## src/rtl/axi_rd_slave.sv

```systemverilog
// AXI4 read responder: 2-entry AR queue, FIXED/INCR/WRAP burst engine, one-cycle SRAM stage
// and a 2-entry R buffer that absorbs rready backpressure without dropping SRAM data.
module axi_rd_slave #(
    parameter int unsigned DATA_W     = 128,
    parameter int unsigned MEM_AW     = 13,
    parameter logic [39:0] SRAM_START = 40'h00_0000_0000,
    parameter logic [39:0] SRAM_END   = 40'h00_0001_ffff
) (
    input  logic              cpu_clk,
    input  logic              cpu_rst_b,
    input  logic [39:0]       pad_araddr,
    input  logic [1:0]        pad_arburst,
    input  logic [7:0]        pad_arid,
    input  logic [7:0]        pad_arlen,
    input  logic [2:0]        pad_arsize,
    input  logic              pad_arvalid,
    output logic              pad_arready,
    output logic [7:0]        pad_rid,
    output logic [DATA_W-1:0] pad_rdata,
    output logic [1:0]        pad_rresp,
    output logic              pad_rlast,
    output logic              pad_rvalid,
    input  logic              pad_rready,
    output logic              mem_cen,
    output logic [MEM_AW-1:0] mem_addr,
    input  logic [DATA_W-1:0] mem_rdata
);

    localparam logic [1:0] BurstFixed = 2'b00;
    localparam logic [1:0] BurstWrap  = 2'b10;
    localparam logic [1:0] RespOkay   = 2'b00;
    localparam logic [1:0] RespSlvErr = 2'b10;
    localparam logic [1:0] RespDecErr = 2'b11;

    typedef struct packed {
        logic [39:0] addr;
        logic [1:0]  burst;
        logic [7:0]  id;
        logic [7:0]  len;
        logic [2:0]  size;
        logic [1:0]  resp;
    } ar_t;

    typedef struct packed {
        logic [7:0]        id;
        logic [DATA_W-1:0] data;
        logic [1:0]        resp;
        logic              last;
    } r_t;

    typedef enum logic [0:0] {StIdle, StBurst} state_e;

    function automatic logic [39:0] next_addr(input logic [39:0] addr, input logic [1:0] burst,
                                              input logic [7:0] len, input logic [2:0] size);
        logic [39:0] bytes;
        logic [39:0] bound;
        bytes = 40'd1 << size;
        bound = ({32'd0, len} + 40'd1) << size;
        unique case (burst)
            BurstFixed: next_addr = addr;
            BurstWrap:  next_addr = (addr & ~(bound - 40'd1)) | ((addr + bytes) & (bound - 40'd1));
            default:    next_addr = (addr & ~(bytes - 40'd1)) + bytes;
        endcase
    endfunction

    // ---------------------------------------------------------------- AR queue
    ar_t        arq0_q, arq0_d, arq1_q, arq1_d, ar_in;
    logic [1:0] arq_cnt_q, arq_cnt_d;
    logic       arq_push, arq_pop;
    logic       ar_dec_err, ar_slv_err, wrap_len_ok;

    // Offset compare keeps the range check free of a constant lower bound.
    assign ar_dec_err  = (pad_araddr - SRAM_START) > (SRAM_END - SRAM_START);
    assign wrap_len_ok = (pad_arlen == 8'd1) || (pad_arlen == 8'd3) ||
                         (pad_arlen == 8'd7) || (pad_arlen == 8'd15);
    assign ar_slv_err  = (pad_arsize > 3'd4) || (pad_arburst == 2'b11) ||
                         ((pad_arburst == BurstWrap) && !wrap_len_ok);

    always_comb begin
        ar_in.addr  = pad_araddr;
        ar_in.burst = pad_arburst;
        ar_in.id    = pad_arid;
        ar_in.len   = pad_arlen;
        ar_in.size  = pad_arsize;
        if (ar_dec_err) begin
            ar_in.resp = RespDecErr;
        end else if (ar_slv_err) begin
            ar_in.resp = RespSlvErr;
        end else begin
            ar_in.resp = RespOkay;
        end
    end

    assign pad_arready = cpu_rst_b && (arq_cnt_q != 2'd2);
    assign arq_push    = pad_arvalid && pad_arready;

    always_comb begin
        arq0_d    = arq0_q;
        arq1_d    = arq1_q;
        arq_cnt_d = arq_cnt_q;
        if (arq_pop) begin
            arq0_d = arq1_q;
        end
        if (arq_push) begin
            if ((arq_cnt_q == 2'd2) || ((arq_cnt_q == 2'd1) && !arq_pop)) begin
                arq1_d = ar_in;
            end else begin
                arq0_d = ar_in;
            end
        end
        if (arq_push && !arq_pop) begin
            arq_cnt_d = arq_cnt_q + 2'd1;
        end else if (!arq_push && arq_pop) begin
            arq_cnt_d = arq_cnt_q - 2'd1;
        end
    end

    always_ff @(posedge cpu_clk or negedge cpu_rst_b) begin
        if (!cpu_rst_b) begin
            arq0_q    <= '0;
            arq1_q    <= '0;
            arq_cnt_q <= 2'd0;
        end else begin
            arq0_q    <= arq0_d;
            arq1_q    <= arq1_d;
            arq_cnt_q <= arq_cnt_d;
        end
    end

    // ---------------------------------------------------------------- burst engine
    state_e     state_q, state_d;
    ar_t        bst_q, bst_d;
    logic [7:0] beat_q, beat_d;
    logic       credit;
    logic       iss_valid, iss_last;
    logic [7:0] iss_id;
    logic [1:0] iss_resp;
    logic [1:0] rb_cnt_q, rb_cnt_d;
    logic       s1_valid_q;
    logic       rb_pop;
    logic [2:0] occupancy;

    // A beat leaving the R buffer this cycle frees its slot for the beat issued now.
    assign occupancy = {1'b0, rb_cnt_q} + {2'b0, s1_valid_q} - {2'b0, rb_pop};
    assign credit    = occupancy < 3'd2;

    always_comb begin
        state_d   = state_q;
        bst_d     = bst_q;
        beat_d    = beat_q;
        arq_pop   = 1'b0;
        iss_valid = 1'b0;
        iss_last  = 1'b0;
        iss_id    = 8'd0;
        iss_resp  = RespOkay;
        mem_cen   = 1'b0;
        mem_addr  = '0;
        unique case (state_q)
            StIdle: begin
                if ((arq_cnt_q != 2'd0) && credit) begin
                    arq_pop   = 1'b1;
                    iss_valid = 1'b1;
                    iss_id    = arq0_q.id;
                    iss_resp  = arq0_q.resp;
                    iss_last  = (arq0_q.len == 8'd0);
                    if (arq0_q.resp == RespOkay) begin
                        mem_cen  = 1'b1;
                        mem_addr = arq0_q.addr[MEM_AW+3:4];
                    end
                    if (arq0_q.len != 8'd0) begin
                        bst_d      = arq0_q;
                        bst_d.addr = next_addr(arq0_q.addr, arq0_q.burst, arq0_q.len,
                                               arq0_q.size);
                        beat_d     = 8'd1;
                        state_d    = StBurst;
                    end
                end
            end
            StBurst: begin
                if (credit) begin
                    iss_valid  = 1'b1;
                    iss_id     = bst_q.id;
                    iss_resp   = bst_q.resp;
                    iss_last   = (beat_q == bst_q.len);
                    if (bst_q.resp == RespOkay) begin
                        mem_cen  = 1'b1;
                        mem_addr = bst_q.addr[MEM_AW+3:4];
                    end
                    bst_d.addr = next_addr(bst_q.addr, bst_q.burst, bst_q.len, bst_q.size);
                    beat_d     = beat_q + 8'd1;
                    if (beat_q == bst_q.len) begin
                        state_d = StIdle;
                    end
                end
            end
            default: state_d = StIdle;
        endcase
    end

    always_ff @(posedge cpu_clk or negedge cpu_rst_b) begin
        if (!cpu_rst_b) begin
            state_q <= StIdle;
            bst_q   <= '0;
            beat_q  <= 8'd0;
        end else begin
            state_q <= state_d;
            bst_q   <= bst_d;
            beat_q  <= beat_d;
        end
    end

    // ---------------------------------------------------------------- SRAM stage
    logic [7:0] s1_id_q;
    logic [1:0] s1_resp_q;
    logic       s1_last_q;

    always_ff @(posedge cpu_clk or negedge cpu_rst_b) begin
        if (!cpu_rst_b) begin
            s1_valid_q <= 1'b0;
            s1_id_q    <= 8'd0;
            s1_resp_q  <= RespOkay;
            s1_last_q  <= 1'b0;
        end else begin
            s1_valid_q <= iss_valid;
            s1_id_q    <= iss_id;
            s1_resp_q  <= iss_resp;
            s1_last_q  <= iss_last;
        end
    end

    // ---------------------------------------------------------------- R buffer
    r_t   rb0_q, rb0_d, rb1_q, rb1_d, rb_in;
    logic rb_push;

    assign rb_push    = s1_valid_q;
    assign rb_pop     = pad_rvalid && pad_rready;
    assign rb_in.id   = s1_id_q;
    assign rb_in.data = (s1_resp_q == RespOkay) ? mem_rdata : '0;
    assign rb_in.resp = s1_resp_q;
    assign rb_in.last = s1_last_q;

    always_comb begin
        rb0_d    = rb0_q;
        rb1_d    = rb1_q;
        rb_cnt_d = rb_cnt_q;
        if (rb_pop) begin
            rb0_d = rb1_q;
        end
        if (rb_push) begin
            if ((rb_cnt_q == 2'd2) || ((rb_cnt_q == 2'd1) && !rb_pop)) begin
                rb1_d = rb_in;
            end else begin
                rb0_d = rb_in;
            end
        end
        if (rb_push && !rb_pop) begin
            rb_cnt_d = rb_cnt_q + 2'd1;
        end else if (!rb_push && rb_pop) begin
            rb_cnt_d = rb_cnt_q - 2'd1;
        end
    end

    always_ff @(posedge cpu_clk or negedge cpu_rst_b) begin
        if (!cpu_rst_b) begin
            rb0_q    <= '0;
            rb1_q    <= '0;
            rb_cnt_q <= 2'd0;
        end else begin
            rb0_q    <= rb0_d;
            rb1_q    <= rb1_d;
            rb_cnt_q <= rb_cnt_d;
        end
    end

    assign pad_rvalid = (rb_cnt_q != 2'd0);
    assign pad_rid    = rb0_q.id;
    assign pad_rdata  = rb0_q.data;
    assign pad_rresp  = rb0_q.resp;
    assign pad_rlast  = rb0_q.last;

endmodule

```

## config.mk

```make
export PLATFORM = sky130hd
export DESIGN_NAME = axi_rd_slave
export DESIGN_NICKNAME = d
export VERILOG_FILES = /design/src/rtl/axi_rd_slave.sv
export SDC_FILE = /design/constraint.sdc
export NUM_CORES = 1
export LEC_CHECK = 0
export CAP_MARGIN = 20
export CELL_PAD_IN_SITES_DETAIL_PLACEMENT = 1
export CELL_PAD_IN_SITES_GLOBAL_PLACEMENT = 1
export CORE_MARGIN = 5
export CORE_UTILIZATION = 38
export CTS_CLUSTER_SIZE = 24
export DETAILED_ROUTE_END_ITERATION = 16
export PLACE_DENSITY_LB_ADDON = 0.25
export SKIP_CTS_REPAIR_TIMING = 1
export SYNTH_ARGS = -nofsm -noshare
export SYNTH_HDL_FRONTEND = slang
export SYNTH_SLANG_ARGS = --single-unit
```

## constraint.sdc

```tcl
create_clock -name cpu_clk -period 4.8 [get_ports cpu_clk]
set_input_delay 0.72 -clock cpu_clk [delete_from_list [all_inputs] [get_ports cpu_clk]]
set_output_delay 0.72 -clock cpu_clk [all_outputs]
set_load 0.02 [all_outputs]
```

Yosys cells after proc, flatten, opt, wreduce, memory -nomap -nowiden
Cells that the tools add are included.

Flip-flop bits (word level): 492. Latch bits: 0. Memory bits (writable): 0. ROM bits: 0. Output and inout port bits: 155. Memories: 0.

Add/subtract/negate cells: 17. $mul: 0. Divide/modulo/power cells: 0. $lt $le $gt $ge: 3. Equality and inequality tests: 18. Shift operators: 4. Mux-type cells: 51. Bitwise logic cells: 13. Reduce and logical (&&, ||, !) cells: 39.

Operator list (number): 2-to-1 mux 139 bit (3); 2-to-1 mux 63 bit (5); AND 40 bit (6); case mux 40 bit (2 select lines) (3); adder 40 bit (4); inverter 40 bit (4); subtractor 40 x 1 -> 40 bit (second input constant) (4); 2-to-1 mux 128 bit (1); bitwise OR 40 bit (2); left shift 1 x 3 -> 40 bit (first input constant) (2); left shift 9 x 3 -> 40 bit (2); 2-to-1 mux 13 bit (4); > comparator 40 x 17 -> 1 bit (second input constant) (1); 2-to-1 mux 40 bit (1); 2-to-1 mux 8 bit (5); case mux 8 bit (2 select lines) (2); case mux 13 bit (2 select lines) (1); adder 8 x 1 -> 9 bit (second input constant) (2); 2-to-1 mux 2 bit (8); 2-to-1 mux 1 bit (13); == test 2 bit (second input constant) (6); logical AND 1 bit (11); logical NOT 2 bit (5); adder 8 x 1 -> 8 bit (second input constant) (1); 25 further kinds (49).

Logic depth before layout (Yosys ltp)
Gate-level depths: netlist of the first run.

Depth in word-level cells: 12. Depth in mapped cells: 23. Depth with buffers taken out: 19.

Worst setup path before layout of the first run
OpenSTA, ideal clock, no wires.

Kind: reg2out. From: register rb_cnt_q[1]. To: output port mem_addr[10]. Arrival time: 4464 ps. Data required time: 4080 ps. Path slack: -384 ps. Cell stages (with the launch flop): 19. Buffers on the path: 4. Cells stage by stage: dfrtp_1 inv_1 ha_1 inv_1 nand2_1 inv_1 clkbuf_1 clkbuf_1 buf_1 ha_1 nand2b_1 fa_1 xnor2_1 nand2_1 nor3_1 clkinv_1 nor3_1 clkbuf_1 a22o_1.

Cells in the longest elaborated chain, start to end: 7. Elaborated cells on any way between the ends: 9.

Ends and longest elaborated chain: start: declaration (line 138) `logic [1:0] rb_cnt_q, rb_cnt_d;`; start signal: assignment (line 271) `rb_cnt_q <= rb_cnt_d;`; nonzero test 2 bit * (line 275) `assign pad_rvalid = (rb_cnt_q != 2'd0);`; named net pad_rvalid (line 22) `output logic pad_rvalid,`; logical AND 1 bit * (line 236) `assign rb_pop = pad_rvalid && pad_rready;`; subtractor 3 x 1 -> 3 bit * (line 144) `assign occupancy = {1'b0, rb_cnt_q} + {2'b0, s1_valid_q} - {2'b0, rb_pop};`; < comparator 3 x 2 -> 1 bit * (line 145) `assign credit = occupancy < 3'd2;`; logical AND 1 bit (line 160) `if ((arq_cnt_q != 2'd0) && credit) begin`; 2-to-1 mux 13 bit (line 160); case mux 13 bit (2 select lines) * (line 158) `unique case (state_q)`; end: declaration (line 25) `output logic [MEM_AW-1:0] mem_addr,`.

The timed path passes the listed nets; every way through them passes the cells marked *.

Final worst setup path of the first run
From: register rb_cnt_q[1]. To: output port mem_addr[6].

Cells in the longest elaborated chain, start to end: 7. Elaborated cells on any way between the ends: 9.

Ends and longest elaborated chain (line): parallel branches: the longest is 2 deep, another holds adder 2 x 1 -> 3 bit; subtractor 3 x 1 -> 3 bit * (144); < comparator 3 x 2 -> 1 bit * (145); logical AND 1 bit (160); 2-to-1 mux 13 bit (160); case mux 13 bit (2 select lines) * (158).

Mark *: on every way between the ends.

==> results by stage, run 1 <==
Timing:
- Hold is met by 0.0209 ns.
- The slew at the pin with the worst max-slew slack is 1.06 ns.
- Setup repair after global routing left no endpoint under its margin.
- Subtracting the final worst setup slack from the clock period gives 4.48 ns.
- The final hold violation count was 0.
- Setup violations remaining at the end of the flow were counted as 0.
- The largest clock skew in the final design is 0.0153 ns.
- The post-route fraction of the period consumed by the critical path is 93.4%.
- Derived from the worst setup path, the maximum achievable clock frequency is 223 MHz.
- The worst slew slack as a fraction of its limit is 29.5%.
- The number of slew-limit violations in the final report is 0.

Power:
- The peak supply drop is 0.313 mV.
- For this design the static power due to leakage is 0.0124 µW.
- The design draws 21200 µW.
- The power density over cell area is 726 nW/µm².

Logic synthesis:
- Of the post-synthesis cell area, the dominant cell type holds 45.5%.
- After Yosys synthesis, XOR and XNOR cells account for 3.00% of the synthesized area.
- The number of synthesized flops with an enable pin is 0.
- The adder-cell area share of the yosys netlist is 2.46%.
- After synthesis, the share of flip-flops with an asynchronous set or reset is 100%.
- The post-synthesis area per instance is 9.01 µm².
- The cell area after synthesis is 23300 µm².
- The number of synthesized register bits is 423.
- The Yosys step of the flow raised 0 warnings.
- The area fraction in compound gates after synthesis is 21.0%.
- Summing the areas of all and, or, nand and nor instances in the mapped netlist gives 18.2% of the synthesized area.
- The post-synthesis cell count is 2585.
- Among all flip-flop cells after synthesis, the most frequent one is sky130_fd_sc_hd__dfrtp_1.
- By area the synthesized netlist is led by sky130_fd_sc_hd__dfrtp_1 45%, sky130_fd_sc_hd__nand2_1 7.4%, sky130_fd_sc_hd__o21ai_0 5.4%.
- By area, the combinational part of the netlist is dominated by compound AO/OA/AOI/OAI gates.
- The distinct cell type count after synthesis is 92.
- The largest area contributor in the synthesized netlist is sky130_fd_sc_hd__dfrtp_1.
- Multiplexer cells account for 5.50% of the synthesized area.
- The proportion of synthesized chip area in sequential cells is 45.5%.
- The synthesized net count is 2822.

Clock network:
- The worst-skew pair later-pin latency is 0.60 ns.
- The clock tree root buffer cell is sky130_fd_sc_hd__clkbuf_16.
- The TritonCTS clock tree is yes.
- After clock tree synthesis, the clock-pin slew on the worst setup and hold paths is 0.06 ns.
- The number of sinks handled by clock tree synthesis is 423.
- The worst-case clock buffer depth is 3.
- Counting the buffers created by CTS gives 48.
- The H-tree was split into 2 levels.

Routing:
- In the routed layout, each cell is associated on average with a via count of 5.69.
- The average wire per standard cell is 21.5 µm.
- Wires add up to 78800 µm.
- The number of design-rule violations left by the first detailed-router iteration is 1493.
- The first-pass iteration count of the detailed router is 5.
- The post-detailed-route count of antenna-violating nets is 0.
- The post-detailed-route DRC marker count is 0.
- The final route contains 20800 vias.

Worst setup path:
- The largest fanout on the critical path is 14.
- The critical path is of the reg2out type.
- The end of the worst register-to-register path is pad_rdata[86]$_DFF_PN0_.
- The worst setup path is captured at an output pin.
- The critical path goes through inv_1 -> ha_1 -> inv_1 -> nand2_1 -> inv_8 -> ha_1 -> nand2b_1 -> fa_1 -> xnor2_1 -> nand2_1 -> nor3_2 -> clkinv_1 -> nor3_2 -> buf_12 -> a22o_1 -> dlymetal6s2s_1.
- The critical path required time is 4.08 ns.
- At the worst endpoint, the arrival time is 3.76 ns.
- The worst setup slack for register-to-register paths is 0.58 ns.
- The origin of the critical flop-to-flop path is rb_cnt_q[0]$_DFFE_PN0N_.
- The delay of the slowest cell on the worst path is 0.45 ns.
- The type of element launching the critical path is a flop.
- On the critical path, the stage with the largest delay is an instance of sky130_fd_sc_hd__dfrtp_2.
- The worst register-to-register path has a depth of 11.

GRT:
- The initial antenna violation count is 7.
- The overflow left after global routing is 0.
- The global-route wire length before repair is 125000 µm.
- The pin count of the biggest net entering global routing is 149.
- The via count of the first global-routing pass is 22300.
- For this run, the total global-route usage over all layers was measured as 22.9%.

Floorplan:
- In this run the count of I/O pins placed on the die edge is 348.
- The die covers 66300 µm².
- The placeable core region is 60500 µm².
- The y dimension of the die is 258 µm.
- The initialized floorplan defines 90 standard-cell rows.
- The width of the chip is 258 µm.
- Once the floorplan was initialized, standard cells occupied 38.5% of the core.

Finish:
- The post-route netlist has 8.25% of its cells at a drive strength greater than 1.
- The layout has 6840 filler cells.
- The area growth from synthesis to final layout is 25.2%.
- In the final design database the tool counted 3074 nets.
- Cells fill 48.2% of the core in the end.

Place:
- The congestion estimate from routability-driven global placement came to 0.859.
- The post-DP HPWL is 55300 µm.
- The total of buffers placed on input and output ports is 347.

Outcome:
- The flow ran to the end, and the final reports show no timing, DRC or antenna violations.

Worst hold path:
- The worst min-delay path class is in2async.

Run:
- The number of violations of the max-capacitance limit is 0.
-- power breakdown --
group	total [µW]	internal, µW	leakage, µW	switching, µW
registers	6550	5200	0.00529	1350
logic	10700	4320	0.00634	6390
clock network	3910	2340	0.000816	1570
-- cells in the mapped netlist (7+ instances only) --
library cell,n
sky130_fd_sc_hd__a21o_1,10
sky130_fd_sc_hd__a22o_1,24
sky130_fd_sc_hd__a211oi_1,140
sky130_fd_sc_hd__ha_1,41
sky130_fd_sc_hd__o22ai_1,11
sky130_fd_sc_hd__dfrtp_1,423
sky130_fd_sc_hd__and2_1,13
sky130_fd_sc_hd__buf_2,23
sky130_fd_sc_hd__o21a_1,11
sky130_fd_sc_hd__inv_1,55
sky130_fd_sc_hd__xor2_1,34
sky130_fd_sc_hd__nand2_1,457
sky130_fd_sc_hd__nand3_1,27
sky130_fd_sc_hd__a22oi_1,8
sky130_fd_sc_hd__nor2b_1,143
sky130_fd_sc_hd__nand4_1,19
sky130_fd_sc_hd__nand2b_1,17
sky130_fd_sc_hd__clkbuf_1,156
sky130_fd_sc_hd__a31oi_1,15
sky130_fd_sc_hd__o211ai_1,17
sky130_fd_sc_hd__o21ai_0,249
sky130_fd_sc_hd__or3_1,7
sky130_fd_sc_hd__mux2_2,56
sky130_fd_sc_hd__mux2i_1,65
sky130_fd_sc_hd__and4_1,7
sky130_fd_sc_hd__and3_1,11
sky130_fd_sc_hd__nor4_1,15
sky130_fd_sc_hd__o31ai_1,7
sky130_fd_sc_hd__buf_1,13
sky130_fd_sc_hd__nor2_1,95
sky130_fd_sc_hd__nor3_1,33
sky130_fd_sc_hd__a21oi_1,198
sky130_fd_sc_hd__xnor2_1,42
-- state kept, by name (all words and copies together), names as in the netlist, 8 cells and up, named ones only --
register   cells
arq1_q        40
bst_q         23
beat_q         8
arq0_q        40
s1_id_q        8
pad_rdata    128
pad_rid        8
rb1_q        139
-- logic make-up after synthesis --
logic type | after synthesis
XOR/XNOR | 78
multiplexers | 121
AO/OA/AOI/OAI | 775
AND/OR/NAND/NOR | 889
flip-flops | 423
buffers and inverters | 255
adder cells (fa/ha/maj) | 44
-- critical path: cells and delay by family (launching register included) --
family / cells / cell delay [ns]
DFF: 1 / 0.45
adders and majority gates: 3 / 0.81
xor gates and xnor gates: 1 / 0.22
and+or+nand+nor: 5 / 0.82
AOI/OAI and AO/OA: 1 / 0.15
buffers and inverters: 6 / 0.71
-- metal layers --
metal	routed length (µm)	GRT usage (%)	up-vias
met5	44	0	-
met4	3200	9.15	6
met3	3690	3.88	153
met2	38700	39.3	503
met1	33100	29.0	10500
li1	-	-	9650
-- area by class of cell --
class / instances / area, µm² / share of cell area, %
Multi-Input combinational cell: 1907 / 11700 / 40.3
Sequential cell: 423 / 10600 / 36.3
Timing Repair Buffer: 399 / 3930 / 13.5
Clock buffer: 70 / 1430 / 4.89
Tap cell: 782 / 978 / 3.36
Clock inverter: 17 / 258 / 0.884
Inverter: 58 / 225 / 0.773
Antenna cell: 4 / 10.0 / 0.0343
-- how the worst max path moves through the flow --
| stage | start | slack, ns | depth (start not counted) | to |
|---|---|---|---|---|
| 2_1_floorplan | rb_cnt_q[1]$_DFFE_PN0N_ | 0.02 | 18 | mem_addr[10] |
| 3_3_place_gp | pad_rready | 0.1 | 14 | mem_cen |
| 3_5_place_dp | pad_rready | 0.14 | 14 | mem_cen |
| 4_1_cts | rb_cnt_q[1]$_DFFE_PN0N_ | -0.17 | 16 | mem_addr[9] |
| 5_1_grt | rb_cnt_q[0]$_DFFE_PN0N_ | 0.005 | 16 | mem_cen |
| 6_report | rb_cnt_q[1]$_DFFE_PN0N_ | 0.32 | 16 | mem_addr[6] |
-- placed cells by master, fill, tap and decap left out, types with 8 or more instances in the layout --
| master | instances |
|---|---|
| sky130_fd_sc_hd__mux2i_1 | 65 |
| sky130_fd_sc_hd__nor2b_1 | 143 |
| sky130_fd_sc_hd__and3_1 | 10 |
| sky130_fd_sc_hd__a22o_1 | 24 |
| sky130_fd_sc_hd__nand3_1 | 27 |
| sky130_fd_sc_hd__buf_4 | 44 |
| sky130_fd_sc_hd__a31oi_1 | 15 |
| sky130_fd_sc_hd__inv_1 | 54 |
| sky130_fd_sc_hd__clkbuf_8 | 12 |
| sky130_fd_sc_hd__ha_1 | 41 |
| sky130_fd_sc_hd__nor3_1 | 30 |
| sky130_fd_sc_hd__o21a_1 | 11 |
| sky130_fd_sc_hd__nor2_1 | 94 |
| sky130_fd_sc_hd__nand4_1 | 19 |
| sky130_fd_sc_hd__o21ai_0 | 249 |
| sky130_fd_sc_hd__nand2_1 | 457 |
| sky130_fd_sc_hd__a21o_1 | 10 |
| sky130_fd_sc_hd__dfrtp_1 | 422 |
| sky130_fd_sc_hd__clkdlybuf4s50_1 | 332 |
| sky130_fd_sc_hd__and2_1 | 12 |
| sky130_fd_sc_hd__nand2b_1 | 16 |
| sky130_fd_sc_hd__buf_12 | 8 |
| sky130_fd_sc_hd__clkbuf_1 | 9 |
| sky130_fd_sc_hd__mux2_2 | 56 |
| sky130_fd_sc_hd__clkbuf_16 | 49 |
| sky130_fd_sc_hd__o211ai_1 | 17 |
| sky130_fd_sc_hd__a211oi_1 | 140 |
| sky130_fd_sc_hd__a22oi_1 | 8 |
| sky130_fd_sc_hd__nor4_1 | 15 |
| sky130_fd_sc_hd__o22ai_1 | 11 |
| sky130_fd_sc_hd__a21oi_1 | 196 |
| sky130_fd_sc_hd__clkbuf_2 | 10 |
| sky130_fd_sc_hd__xnor2_1 | 42 |
| sky130_fd_sc_hd__xor2_1 | 34 |
-- stage by stage --
step	TNS [ns]	worst slack, ns	area, µm²	std cells
3_5_place_dp	0	0.140	27500	3568
4_1_cts	-2.06	-0.172	29200	3655
6_report	0	0.316	29200	3660
5_1_grt	0	0.00533	29200	3660
3_3_place_gp	0	0.0978	27500	3568
2_1_floorplan	0	0.0214	23300	2585
Note: power is estimated with default switching activity, not from simulation.
==> inputs of run 2 (changes only) <==
CORE_MARGIN = unset   (was 5)
CORE_UTILIZATION = 45   (was 38)
PLACE_DENSITY = 0.89   (was unset)
PLACE_DENSITY_LB_ADDON = unset   (was 0.25)
clock period = 5.7 ns   (was 4.8 ns; I/O delays follow)
==> results by stage, run 2 (synthesized netlist as in run 1, its figures left out) <==
Worst setup path:
- The origin of the critical flop-to-flop path is rb_cnt_q[1]$_DFFE_PN0N_.
- The critical path startpoint is rb_cnt_q[1]$_DFFE_PN0N_.
- The worst setup path is captured at an output pin.
- The slowest stage of the critical path is the sky130_fd_sc_hd__clkdlybuf4s50_1 cell.
- The data arrival time of the critical path is 4.47 ns (+0.71 ns).
- The number of buffers and inverters on the critical path came to 6 (unchanged).
- The worst setup slack for register-to-register paths is 1.21 ns (+0.63 ns).
- Walking the worst path, the cells encountered are inv_1 -> ha_1 -> inv_1 -> nand2_1 -> inv_8 -> ha_1 -> nand2b_1 -> fa_1 -> xnor2_1 -> nand2_1 -> nor3_2 -> inv_2 -> nor3_2 -> buf_4 -> a22o_1 -> clkdlybuf4s50_1.
- The critical path required time is 4.85 ns (+0.77 ns).
- Broken down by cell family, the worst path's largest delay share belongs to buffers and inverters.
- The path type of the worst setup path is reg2out.
- The length in cells of the worst reg-to-reg path is 16 (+5).
- The type of element launching the critical path is a flop.
- The largest fanout on the critical path is 14 (unchanged).
- The delay of the slowest cell on the worst path came to 0.62 ns (+0.17 ns).

Floorplan:
- The number of primary I/O pins is 348 (unchanged).
- The width of the chip came to 229 µm (-11%).
- The placeable core region is 50600 µm² (-16%).
- The initial standard-cell utilization of the core is 46.0% (+7.5 points).
- The y dimension of the die is 229 µm (-11%).
- The area of the die is 52600 µm² (-21%).
- The floorplan row count is 82 (-8.9%).

GRT:
- The global-route wire length before repair is 131000 µm (+4.4%).
- The via count of the first global-routing pass is 23000 (+3.3%).
- The initial antenna violation count was 8 (+1).
- The global routing usage on met3 is 4.13% (+0.25 points).
- The pin count of the biggest net entering global routing is 176 (+18%).
- The met2 usage is 53.9% (+15 points).
- The met1 usage is 38.6% (+9.7 points).
- The global-route usage over all layers is 31.1% (+8.2 points).
- The overflow left after global routing is 0 (unchanged).
- In this run the most used layer during global routing was met2.

Timing:
- Setup repair after global routing left no endpoint under its margin.
- The final hold violation count is 0 (unchanged).
- The number of endpoints failing setup at the final stage is 0 (unchanged).
- Derived from the worst setup path, the maximum achievable clock frequency is 188 MHz.
- The minimum clock period is 5.32 ns.
- The number of slew-limit violations in the final report is 0 (unchanged).
- The slew at the pin with the worst max-slew slack is 1.14 ns (+0.0857 ns).
- The largest clock skew in the final design was 0.0174 ns (+0.00219 ns).
- The worst slew slack as a fraction of its limit came to 23.8% (-5.7 points).
- The post-route fraction of the period consumed by the critical path is 93.4%.
- The final setup TNS was 0 ns (unchanged).

Finish:
- In the layout the commonest cells are 457 x sky130_fd_sc_hd__nand2_1, 423 x sky130_fd_sc_hd__dfrtp_1, 346 x sky130_fd_sc_hd__clkdlybuf4s50_1, 249 x sky130_fd_sc_hd__o21ai_0, 196 x sky130_fd_sc_hd__a21oi_1.
- The final cell count without fillers is 3531 (-3.5%).
- The final core utilization was 56.9% (+8.7 points).
- Ranked by flip-flop count, first place goes to rb1_q.
- The flip-flop count of the largest register after layout is 139 (unchanged).
- The most common cell after layout, fill and taps aside is sky130_fd_sc_hd__nand2_1.
- The net count reported at finish is 3054 (-0.65%).
- The area growth from synthesis to final layout is 23.7%.
- The fraction of final layout cells sized beyond drive strength 1 was 7.09% (-1.2 points).
- The final instance area came to 28800 µm² (-1.2%).

Routing:
- The first-pass iteration count of the detailed router is 5 (unchanged).
- The count of vias placed by the detailed router is 21300 (+2.5%).
- The final routed wirelength across all metal layers was 82400 µm (+4.6%).
- The post-detailed-route count of antenna-violating nets is 0 (unchanged).
- The post-detailed-route DRC marker count is 0 (unchanged).
- The via count normalized by instance count is 6.04 (+6.2%).
- The number of design-rule violations left by the first detailed-router iteration was 1786 (+20%).
- The average wire per standard cell is 23.3 µm (+8.4%).

Clock network:
- The H-tree depth is 2 (unchanged).
- The number of CTS-inserted buffers is 47 (-2.1%).
- The clock-pin slew of the registers on the worst-case setup and hold paths is 0.06 ns (about the same).
- The worst-skew pair later-pin latency was 0.60 ns (about the same).
- The number of sinks handled by clock tree synthesis is 423 (unchanged).
- The clock tree root buffer cell is sky130_fd_sc_hd__clkbuf_16.
- The TritonCTS clock tree is yes.
- The worst-case clock buffer depth was 3 (unchanged).

Place:
- The total of buffers placed on input and output ports is 347 (unchanged).
- The placed standard-cell area is 27200 µm² (-1.1%).
- The weighted congestion reported at the end of routability-driven placement is 0.887 (+3.3%).
- The post-DP HPWL is 54600 µm (-1.2%).
- The number of cells in the design after placement is 3440 (-3.6%).

Power:
- The power density over cell area is 623 nW/µm² (-14%).
- The leakage power total is 0.0122 µW (-1.8%).
- The peak supply drop came to 0.256 mV (-18%).

Worst hold path:
- The worst min-delay path class is in2async.

Run:
- The number of violations of the max-capacitance limit is 0 (unchanged).

Outcome:
- The flow ran to the end, and the final reports show no timing, DRC or antenna violations.
==> run 2: changes by cell type in the layout (fill, tap and decap cells not counted), sizes merged <==
cell / change
dlymetal6s2s: -4
buf: -19
clkbuf: -11
clkinvlp: -3
bufinv: -1
clkinv: +2
diode: +5
clkdlybuf4s50: +14
inv: -2
==> run 2: worst max path at each step <==
| stage | to | cells past startpoint |
|---|---|---|
| finish | mem_addr[0] | 16 |
| global route | mem_addr[8] | 16 |
| CTS | mem_addr[11] | 16 |
| detailed placement | mem_cen | 14 |
| global placement | mem_cen | 14 |
| floorplan | mem_addr[10] | 18 |
==> run 2: worst reg2reg max path, stage by stage (launching register included) <==
cell	delay, ns
sky130_fd_sc_hd__dfrtp_1	0.45
sky130_fd_sc_hd__inv_1	0.10
sky130_fd_sc_hd__ha_1	0.18
sky130_fd_sc_hd__inv_1	0.06
sky130_fd_sc_hd__nand2_1	0.16
sky130_fd_sc_hd__inv_8	0.09
sky130_fd_sc_hd__ha_1	0.26
sky130_fd_sc_hd__nand2b_1	0.18
sky130_fd_sc_hd__fa_1	0.40
sky130_fd_sc_hd__xnor2_1	0.22
sky130_fd_sc_hd__nand2_1	0.16
sky130_fd_sc_hd__nor3_2	0.22
sky130_fd_sc_hd__buf_4	0.77
sky130_fd_sc_hd__nand2_1	0.45
sky130_fd_sc_hd__a2111oi_0	0.41
sky130_fd_sc_hd__or4b_1	0.17
sky130_fd_sc_hd__mux2_2	0.13
==> run 2: metrics by stage <==
stage                     power, µW  worst slack [ns]  hold WS, ns
final                         17900             0.376        0.235
after global routing          19000             0.131        0.282
after CTS                     17900            0.0990        0.244
after global placement        13800             0.488        0.458
after floorplan               11100             0.381        0.446
after detailed placement      14400             0.352        0.473
==> run 2: final cells by class <==
type                            count  area [µm²]
Multi-Input combinational cell   1907       11700
Antenna cell                        9        22.5
Inverter                           58         225
Fill cell                        5691       21800
Tap cell                          672         841
Clock inverter                     13         215
Clock buffer                       69        1390
Sequential cell                   423       10600
Timing Repair Buffer              380        3780
==> run 2: power breakdown <==
| group | leakage [µW] | switching (µW) | internal, µW |
|---|---|---|---|
| Clock | 0.000784 | 1300 | 1880 |
| Sequential | 0.00529 | 1250 | 4380 |
| Combinational | 0.00615 | 5550 | 3580 |
| Total | 0.0122 | 8090 | 9840 |
==> run 2: layer usage <==
metal	part of all wire, %	vias up
li1	-	9608
met1	40	10900
met2	50	664
met3	4.9	179
met4	4.4	0
met5	0	-
==> inputs of run 3 (changes only) <==
ABC_AREA = 1   (was unset)
CORE_UTILIZATION = 43   (was 45)
==> results by stage, run 3 <==
Outcome:
- The run finished with clean final reports.

Floorplan:
- The width of the chip is 236 µm (+3.0%).
- The placeable core region is 54000 µm² (+6.8%).
- The y dimension of the die is 236 µm (+3.0%).
- The floorplan row count is 85 (+3.7%).
- The area of the die is 55900 µm² (+6.1%).
- The initial standard-cell utilization of the core is 43.7% (-2.3 points).
- The number of primary I/O pins is 348 (unchanged).

Routing:
- The post-detailed-route DRC marker count came to 0 (unchanged).
- The number of design-rule violations left by the first detailed-router iteration is 1581 (-11%).
- The post-detailed-route count of antenna-violating nets is 0 (unchanged).
- The average wire per standard cell is 21.0 µm (-9.9%).
- The via count normalized by instance count is 5.67 (-6.1%).
- The count of vias placed by the detailed router is 23900 (+12%).
- The final routed wirelength across all metal layers is 88600 µm (+7.5%).
- The first-pass iteration count of the detailed router is 5 (unchanged).

Logic synthesis:
- Yosys instantiated no cell more often than sky130_fd_sc_hd__nand2_1.
- The number of synthesis warnings is 0 (unchanged).
- After synthesis, the most frequently instantiated cells are 1102 x sky130_fd_sc_hd__nand2_1, 423 x sky130_fd_sc_hd__dfrtp_1, 268 x sky130_fd_sc_hd__inv_1.
- The post-synthesis async set-or-reset flop share is 100% (unchanged).
- The proportion of netlist area held by the largest area contributor was 44.8% (-0.66 points).
- The biggest area contributor in the post-synthesis netlist is sky130_fd_sc_hd__dfrtp_1.
- By area the synthesized netlist is led by sky130_fd_sc_hd__dfrtp_1 45%, sky130_fd_sc_hd__nand2_1 18%, sky130_fd_sc_hd__nand3_1 4.8%.
- The number of synthesized flops with an enable pin was 0 (unchanged).
- The synthesized net count came to 3453 (+22%).
- The distinct cell type count after synthesis came to 56 (-39%).
- The post-synthesis cell count is 3216 (+24%).
- The post-synthesis area per instance came to 7.35 µm² (-18%).
- The cell area after synthesis is 23600 µm² (+1.5%).
- The proportion of synthesized chip area in sequential cells is 44.8% (-0.66 points).
- The number of synthesized register bits is 423 (unchanged).
- The leading register cell type out of synthesis is sky130_fd_sc_hd__dfrtp_1.

Place:
- The total of buffers placed on input and output ports came to 347 (unchanged).
- The post-DP HPWL came to 60400 µm (+11%).
- The weighted congestion reported at the end of routability-driven placement is 0.948 (+6.9%).

Finish:
- The most common cell after layout, fill and taps aside is sky130_fd_sc_hd__nand2_1.
- The fraction of final layout cells sized beyond drive strength 1 is 6.47% (-0.62 points).
- The register bank with the most flops is rb1_q.
- The number of fillers in the final layout was 6676 (+17%).
- The flip-flop count of the largest register after layout came to 139 (unchanged).
- In the layout the commonest cells are 1101 x sky130_fd_sc_hd__nand2_1, 423 x sky130_fd_sc_hd__dfrtp_1, 346 x sky130_fd_sc_hd__clkdlybuf4s50_1, 266 x sky130_fd_sc_hd__inv_1, 228 x sky130_fd_sc_hd__nand3_1.
- From synthesis to final layout, the design area changed by 24.3%.
- The net count reported at finish is 3708 (+21%).

Power:
- The proportion of total power due to net switching is 47.8% (+2.7 points).
- The internal cell power is 9690 µW (-1.5%).
- The leakage power total is 0.0142 µW (+16%).
- The power density over cell area is 633 nW/µm² (+1.6%).
- The power dissipated by switching net loads came to 8880 µW (+9.8%).
- The combinational power share is 52.2% (+1.3 points).
- The clock share of power is 18.3% (+0.6 points).
- The peak supply drop is 0.323 mV (+26%).
- The sequential cell fraction of total power is 29.5% (-1.9 points).

Clock network:
- The clock tree root buffer cell is sky130_fd_sc_hd__clkbuf_16.
- The worst-case clock buffer depth is 3 (unchanged).
- The TritonCTS clock tree is yes.
- The clock-pin slew of the registers on the worst-case setup and hold paths was 0.06 ns (about the same).
- The number of CTS-inserted buffers is 49 (+4.3%).
- The H-tree depth came to 2 (unchanged).
- The number of sinks handled by clock tree synthesis is 423 (unchanged).
- The worst-skew pair later-pin latency is 0.61 ns (about the same).

Timing:
- The slew at the pin with the worst max-slew slack is 1.03 ns (-0.111 ns).
- The final hold violation count is 0 (unchanged).
- The worst slew slack as a fraction of its limit is 31.0% (+7.2 points).
- Setup repair after global routing left no endpoint under its margin.
- The final setup TNS is 0 ns (unchanged).
- The minimum clock period is 5.20 ns (-0.126 ns).
- The worst slack on hold paths is 0.206 ns (-0.0293 ns).
- The peak clock frequency supported by timing was 192 MHz (+2.4%).
- The largest clock skew in the final design is 0.0238 ns (+0.00632 ns).
- The post-route fraction of the period consumed by the critical path is 91.2% (-2.2 points).
- The number of slew-limit violations in the final report is 0 (unchanged).
- The number of endpoints failing setup at the final stage is 0 (unchanged).

Worst setup path:
- The critical path is of the reg2out type.
- The critical path required time is 4.85 ns (about the same).
- The most repeated library cell on the critical path is sky130_fd_sc_hd__inv_1.
- The cell family contributing the most delay on the critical path is buffers and inverters.
- The data arrival time of the critical path came to 4.34 ns (-0.13 ns).
- The delay of the slowest cell on the worst path came to 0.63 ns (about the same).
- The largest fanout on the critical path is 14 (unchanged).
- Traced cell by cell, the critical path runs through inv_1 -> ha_1 -> inv_1 -> nand2_4 -> inv_4 -> ha_1 -> or2_2 -> fa_1 -> xnor2_1 -> nand2_1 -> nor2_1 -> nand2_1 -> inv_1 -> nand3_1 -> buf_4 -> o22ai_1 -> clkdlybuf4s50_1.
- The largest individual stage delay along the critical path comes from the cell sky130_fd_sc_hd__clkdlybuf4s50_1.
- The worst setup path is launched from a flop.
- The number of buffers and inverters on the critical path is 6 (unchanged).
- The worst setup path is captured at an output pin.

GRT:
- The global-route usage over all layers was 31.3% (+0.19 points).
- The via count of the first global-routing pass is 25300 (+10%).
- The overflow left after global routing is 0 (unchanged).
- The global-route wire length before repair came to 140000 µm (+7.3%).
- The pin count of the biggest net entering global routing was 156 (-11%).
- The initial antenna violation count is 8 (unchanged).

Run:
- The number of violations of the max-capacitance limit is 0 (unchanged).

Worst hold path:
- The path class of the tightest hold or removal check is in2async.
-- run 3: cell types whose count changed in the layout (fill, tap and decap cells not counted), sizes merged, moves of 60 or more --
cell,change
a211oi,-139
a31oi,+132
mux2i,-64
nand2,+672
nor2,+139
nor2b,-143
inv,+230
nand3,+218
a21oi,-60
-- run 3: metrics by stage --
step                total power (µW)  util, %  setup slack [ns]  instances  cell area (µm²)
finish                         18600     54.3             0.501       4214            29400
floorplan                      11400        -             0.946       3216            23600
global route                   19800     54.3             0.211       4214            29400
CTS                            18500     54.2             0.451       4204            29300
detailed placement             14900     51.0             0.518       4114            27500
global placement               14400     51.0             0.707       4114            27500
-- run 3: path summary, 6_finish.rpt --
path | startpoint | endpoint | slack, ns | cells past startpoint
hold / removal | cpu_rst_b | pad_rdata[36]$_DFF_PN0_ | 0.21 | 1
max in group asynchronous | cpu_rst_b | pad_rdata[112]$_DFF_PN0_ | 3.40 | 3
min in group cpu_clk | rb1_q[65]$_DFFE_PN0P_ | rb1_q[65]$_DFFE_PN0P_ | 0.47 | 2
hold reg to reg | rb1_q[65]$_DFFE_PN0P_ | rb1_q[65]$_DFFE_PN0P_ | 0.47 | 2
setup reg to reg | rb_cnt_q[1]$_DFFE_PN0N_ | flop | 1.00 | 19
setup / recovery | rb_cnt_q[1]$_DFFE_PN0N_ | mem_addr[12] | 0.50 | 17
-- run 3: cell type report --
type / instances / area, µm² / area share, %
timing repair buffer: 381 / 3800 / 13.0
sequential: 423 / 10600 / 36.1
clock inverter: 17 / 269 / 0.916
inverter: 294 / 1120 / 3.81
antenna: 8 / 20.0 / 0.0682
clock buffer: 73 / 1490 / 5.06
tap: 696 / 871 / 2.97
multi-input combinational: 2322 / 11200 / 38.2
-- run 3: logic make-up (layout without fill, tap and decap cells) --
logic type               count (synthesis)  in the layout  share of synthesized area [%]
multiplexers                             1              1                         0.0953
flip-flops                             423            423                           44.8
buffers and inverters                  471            765                           7.89
adder cells (fa/ha/maj)                 44             44                           2.43
other                                    0              8                              0
AND/OR/NAND/NOR                       1686           1686                           30.1
XOR/XNOR                                36             36                           1.33
AO/OA/AOI/OAI                          555            555                           13.3
-- run 3: power groups by stage --
stage               Clock (µW)  Combinational [µW]  Sequential, µW
finish                    3400                9690            5490
global route              3550               10600            5620
CTS                       3440                9600            5460
detailed placement           0                9430            5480
global placement             0                9030            5370
floorplan                    0                5730            5640
-- run 3: metal layers --
metal  up-vias  wire (µm)  track usage [%]
met4         0       2840             10.9
met1     12000      36300             38.8
met3       183       5360             5.82
li1      11000          -                -
met5         -          0                0
met2       774      44100             54.4
